--- src/rtl/seq_multiplier_32bit.sv ---
`default_nettype none
// ============================================================================
// Module   : seq_multiplier_32bit (with helper adder_32bit)
// Purpose  : Multi-cycle shift-and-add multiplier for MULT/MULTU. Operand
//            magnitudes are multiplied over WIDTH cycles through a single
//            ripple adder; the sign is applied once at the end.
// Ports    : clk, rst_n      - clock, asynchronous active-low reset
//            start           - request a multiply (sampled only in IDLE)
//            is_signed       - 1 = two's complement, 0 = unsigned
//            a, b            - multiplicand / multiplier
//            busy            - high while computing (CALC or SIGN)
//            done            - one-cycle completion pulse
//            hi, lo          - upper / lower halves of the 64-bit product
// Revision : 1.0 - initial release
// ============================================================================

// ----------------------------------------------------------------------------
// adder_32bit : combinational WIDTH-bit adder with carry in/out
// ----------------------------------------------------------------------------
module adder_32bit #(
  parameter int WIDTH = 32
) (
  input  logic [WIDTH-1:0] a,
  input  logic [WIDTH-1:0] b,
  input  logic             carry_in,
  output logic [WIDTH-1:0] sum,
  output logic             carry_out
);
  assign {carry_out, sum} = {1'b0, a} + {1'b0, b} + {{WIDTH{1'b0}}, carry_in};
endmodule

// ----------------------------------------------------------------------------
// seq_multiplier_32bit
// ----------------------------------------------------------------------------
module seq_multiplier_32bit #(
  parameter int WIDTH = 32,
  parameter int CNT_W = 6
) (
  input  logic             clk,
  input  logic             rst_n,
  input  logic             start,
  input  logic             is_signed,
  input  logic [WIDTH-1:0] a,
  input  logic [WIDTH-1:0] b,
  output logic             busy,
  output logic             done,
  output logic [WIDTH-1:0] hi,
  output logic [WIDTH-1:0] lo
);

  localparam logic [1:0] S_IDLE = 2'd0;
  localparam logic [1:0] S_CALC = 2'd1;
  localparam logic [1:0] S_SIGN = 2'd2;
  localparam logic [1:0] S_DONE = 2'd3;

  localparam logic [CNT_W-1:0] c_last_iter = CNT_W'(WIDTH - 1);

  logic [1:0]       r_state;
  logic [CNT_W-1:0] r_cnt;
  logic [WIDTH-1:0] r_mcand;
  logic [WIDTH-1:0] r_mplier;
  logic [WIDTH-1:0] r_acc_hi;
  logic [WIDTH-1:0] r_acc_lo;
  logic             r_neg;
  logic [WIDTH-1:0] r_hi;
  logic [WIDTH-1:0] r_lo;

  logic [WIDTH-1:0] w_a_mag;
  logic [WIDTH-1:0] w_b_mag;
  logic [WIDTH-1:0] w_addend;
  logic [WIDTH-1:0] w_sum;
  logic             w_cout;
  logic [2*WIDTH-1:0] w_acc;

  // Magnitudes: the most-negative value maps onto itself, which is correct
  // when the result is treated as an unsigned WIDTH-bit magnitude.
  assign w_a_mag = (is_signed && a[WIDTH-1]) ? (~a + 1'b1) : a;
  assign w_b_mag = (is_signed && b[WIDTH-1]) ? (~b + 1'b1) : b;

  assign w_addend = r_mplier[0] ? r_mcand : '0;
  assign w_acc    = {r_acc_hi, r_acc_lo};

  adder_32bit #(.WIDTH(WIDTH)) u_adder (
    .a         (r_acc_hi),
    .b         (w_addend),
    .carry_in  (1'b0),
    .sum       (w_sum),
    .carry_out (w_cout)
  );

  always_ff @(posedge clk or negedge rst_n) begin
    if (!rst_n) begin
      r_state  <= S_IDLE;
      r_cnt    <= '0;
      r_mcand  <= '0;
      r_mplier <= '0;
      r_acc_hi <= '0;
      r_acc_lo <= '0;
      r_neg    <= 1'b0;
      r_hi     <= '0;
      r_lo     <= '0;
    end else begin
      case (r_state)
        S_IDLE: begin
          if (start) begin
            r_mcand  <= w_a_mag;
            r_mplier <= w_b_mag;
            r_neg    <= is_signed & (a[WIDTH-1] ^ b[WIDTH-1]);
            r_acc_hi <= '0;
            r_acc_lo <= '0;
            r_cnt    <= '0;
            r_state  <= S_CALC;
          end
        end
        S_CALC: begin
          // The adder carry becomes the new top bit as the 64-bit
          // accumulator shifts right by one.
          r_acc_hi <= {w_cout, w_sum[WIDTH-1:1]};
          r_acc_lo <= {w_sum[0], r_acc_lo[WIDTH-1:1]};
          r_mplier <= r_mplier >> 1;
          r_cnt    <= r_cnt + CNT_W'(1);
          if (r_cnt == c_last_iter) begin
            r_state <= S_SIGN;
          end
        end
        S_SIGN: begin
          if (r_neg) begin
            {r_hi, r_lo} <= ~w_acc + 1'b1;
          end else begin
            {r_hi, r_lo} <= w_acc;
          end
          r_state <= S_DONE;
        end
        S_DONE: begin
          r_state <= S_IDLE;
        end
        default: begin
          r_state <= S_IDLE;
        end
      endcase
    end
  end

  assign busy = (r_state == S_CALC) || (r_state == S_SIGN);
  assign done = (r_state == S_DONE);
  assign hi   = r_hi;
  assign lo   = r_lo;

endmodule
`default_nettype wire

--- config.mk ---
export PLATFORM = sky130hd
export DESIGN_NAME = seq_multiplier_32bit
export DESIGN_NICKNAME = d
export VERILOG_FILES = /design/src/rtl/seq_multiplier_32bit.sv
export SDC_FILE = /design/constraint.sdc
export NUM_CORES = 1
export LEC_CHECK = 0
export ABC_AREA = 1
export ABC_CLOCK_PERIOD_IN_PS = 2800
export CORE_UTILIZATION = 59
export DETAILED_ROUTE_END_ITERATION = 16
export PLACE_DENSITY_LB_ADDON = 0.25
export SYNTH_ARGS = -nofsm -noshare
export SYNTH_HDL_FRONTEND = slang
export SYNTH_SLANG_ARGS = --single-unit
--- constraint.sdc ---
create_clock -name clk -period 2.8 [get_ports clk]
set_input_delay 0.42 -clock clk [delete_from_list [all_inputs] [get_ports clk]]
set_output_delay 0.42 -clock clk [all_outputs]
set_load 0.01 [all_outputs]
==> run summary <==
Outcome: finished, final reports clean
FMAX: 403 MHz
Core area: 0.0238 mm^2
Tmin final: 2480 ps
Worst Path Class, Setup: reg2reg
Deepest clock path buffer count: 3
Fin nets: 2496
Crit start category: register
CP max FO: 31
Arr. time, crit path: 2870 ps
Number of synthesized flops with an enable pin: 0
Clock Pin Slew Worst Setup and Hold Paths: 60 ps
Drt total wl: 43.3 mm
GRT overflow: 0
Area Growth Syn to Fin: 17.5%
Input/output buffers: 133
TritonCTS buffer count: 23
CTS root buffer: clkbuf_16
Most frequent cells in the layout: nand2_1 (826), nor2_1 (294), inv_1 (253)
Slew HR: 0.499
Met3 WL post-DR: 3.26 mm
Async SR Flop Fraction: 1.00
Routed wl met2: 19.2 mm
# DRC: 0
Synth Instances: 2270
Max_cap viols: 0
Proportion of layout cells with a drive suffix above 1: 0.0479
CP required: 3180 ps
Dpl hpwl: 32.4 mm
Final setup fails: 0
Total net switching power: 11.7 mW
Worst skew pair latency: 530 ps
Htree depth: 1
Sw Share: 0.526
Leakage power: 8.87 nW
Clk pwr share: 0.149
Syn Nets: 2379
DR iter-0 viols: 1540
Starting Density: 0.607
Synth warn: 0
Final Skew: 34.9 ps
Seq. cell area: 0.00503 mm^2
GR Util All Layers: 0.356
Vias in the first global route: 14100
Routed wire per std cell: 15.9 um
Slew Limit Fails: 0
Comb pwr share: 0.616
Initial antenna violation count: 0
Syn_area_per_cell: 6.35 um^2
Fill cells: 2035
Routability cong.: 0.962
Post-Layout Cell Count: 2722
Cell area after synthesis: 0.0144 mm^2
Vias: 15400
First-pass GRT wire length: 70.3 mm
Crit path capture type: register
Cells after DPL: 2680
Die height: 158 um
Power per cell area: 1320 mW/mm^2
Synth Flop Type: dfrtp_1
Row count: 56
DR pass1 iterations: 6
Full die area: 0.0251 mm^2
Pin count of the biggest net entering global routing: 82
IO Count: 134
Final hold viol count: 0
Yosys cell types: 47
Clock sink count: 201
Max IR drop VDD: 1.31 mV
Share of total power in sequential cells: 0.235
Commonest non-fill, non-tap cell in the layout: nand2_1
Synth Register Bits: 201
Post CTS Setup Buffer Count: 0
Max layer used: met4
M1 wire length: 19.1 mm
Int Power: 10.6 mW
Sequential area share after synthesis: 0.349
Area occupied by multi-input gates: 0.00811 mm^2
Slew @ Worst Pin: 751 ps
CTS tree: built
Post-route setup TNS: 0 ps
Antenna Cells: 0
Antenna viol nets, final: 0
RSZ-0062 raised after global routing: false
Vias/cell: 5.65
Tcrit/Tclk final: 0.887
Chip width: 158 um
Worst Hold Class: reg2reg
## metal layers
| metal | vias to the layer above | GRT usage |
|---|---|---|
| li1 | 7452 | - |
| met2 | 683 | 0.562 |
| met1 | 7136 | 0.493 |
| met4 | 0 | 0.159 |
| met3 | 99 | 0.0395 |
| met5 | - | 0 |
## power groups by stage
| stage | logic [mW] | clock network [mW] | registers (mW) |
|---|---|---|---|
| finish | 13.7 | 3.33 | 5.23 |
| global route | 15.1 | 3.47 | 5.36 |
| CTS | 13.4 | 3.35 | 5.18 |
| detailed placement | 13.3 | 0 | 5.21 |
| global placement | 13.0 | 0 | 5.18 |
| floorplan | 8.93 | 0 | 5.02 |
## synthesized netlist by cell type, types with 12 or more instances
cell type  count  area share
a21oi_1       74       0.026
a31oi_1       13      0.0056
buf_2         15      0.0052
clkbuf_1      39       0.010
dfrtp_1      201        0.35
ha_1          40       0.035
inv_1        253       0.066
inv_2         12      0.0031
nand2_1      826        0.22
nand3_1      142       0.049
nand4_1       31       0.013
nor2_1       294       0.077
nor2_2        14      0.0061
nor3_1        15      0.0052
o21ai_0      109       0.038
o21ai_1       20      0.0069
o22ai_1       37       0.016
xor2_1        40       0.024
## cell type report
type / count / share of cell area
flip-flops and latches: 201 / 0.297
clock inverters: 13 / 0.0123
multi-input cells: 1736 / 0.479
well taps: 319 / 0.0236
inverters: 269 / 0.0599
repair buffers: 156 / 0.0913
clock buffers: 28 / 0.0374
## through the flow
step / util / total power [mW] / worst slack, ps / cell area (um^2) / hold WS, ps
after CTS: 0.713 / 22.0 / 357 / 16900 / 472
final: 0.713 / 22.3 / 317 / 16900 / 474
after global placement: 0.677 / 18.2 / 467 / 16100 / 444
after detailed placement: 0.677 / 18.5 / 365 / 16100 / 460
after global routing: 0.713 / 23.9 / 56.8 / 16900 / 495
after floorplan: - / 13.9 / 411 / 14400 / 124
## path summary, 6_finish.rpt
kind                         startpoint            to  slack (ps)  cells after the start
max in group asynchronous         rst_n   r_mcand[29]        1450                      3
setup / recovery            r_mplier[0]  r_acc_hi[15]         320                     13
hold / removal             r_mplier[30]  r_mplier[30]         470                      2
min in group asynchronous         rst_n        lo[10]         530                      2
setup reg to reg            r_mplier[0]  r_acc_hi[15]         320                     13
hold reg to reg            r_mplier[30]  r_mplier[30]         470                      2
## what timing repair did
| action | 4_1_cts | 5_1_grt |
|---|---|---|
| hold buffers | 1 | 0 |
| setup endpoints to repair | 0 | 0 |
| gates resized for setup | 0 | 0 |
| hold endpoints to repair | 79 | 0 |
## flip-flops by register name, indices dropped and copies added, names as in the netlist
name	flops
r_neg	1
r_acc_lo	32
lo	32
r_acc_hi	32
r_mcand	32
r_state	2
r_mplier	32
r_cnt	6
hi	32
## cells by family (layout without fill, tap and decap cells)
logic type | after synthesis | count (layout) | share of synthesized area
AND/OR/NAND/NOR | 1365 | 1365 | 0.388
buffers and inverters | 333 | 466 | 0.0894
AO/OA/AOI/OAI | 282 | 282 | 0.109
flip-flops | 201 | 201 | 0.349
XOR/XNOR | 48 | 48 | 0.0292
adder cells (fa/ha/maj) | 41 | 41 | 0.0361
## critical path: stages (launching register included)
cell     delay (ps)
dfrtp_1         360
buf_4           320
nand2_1         170
fa_1            460
inv_1           120
nand3_1          80
nand3_1         140
nand2_1          70
nand2_1         150
inv_1            50
o21ai_0         230
nand2_1          80
nand2_1          60
o21ai_0          70
Power figures use the tool's default switching activity.
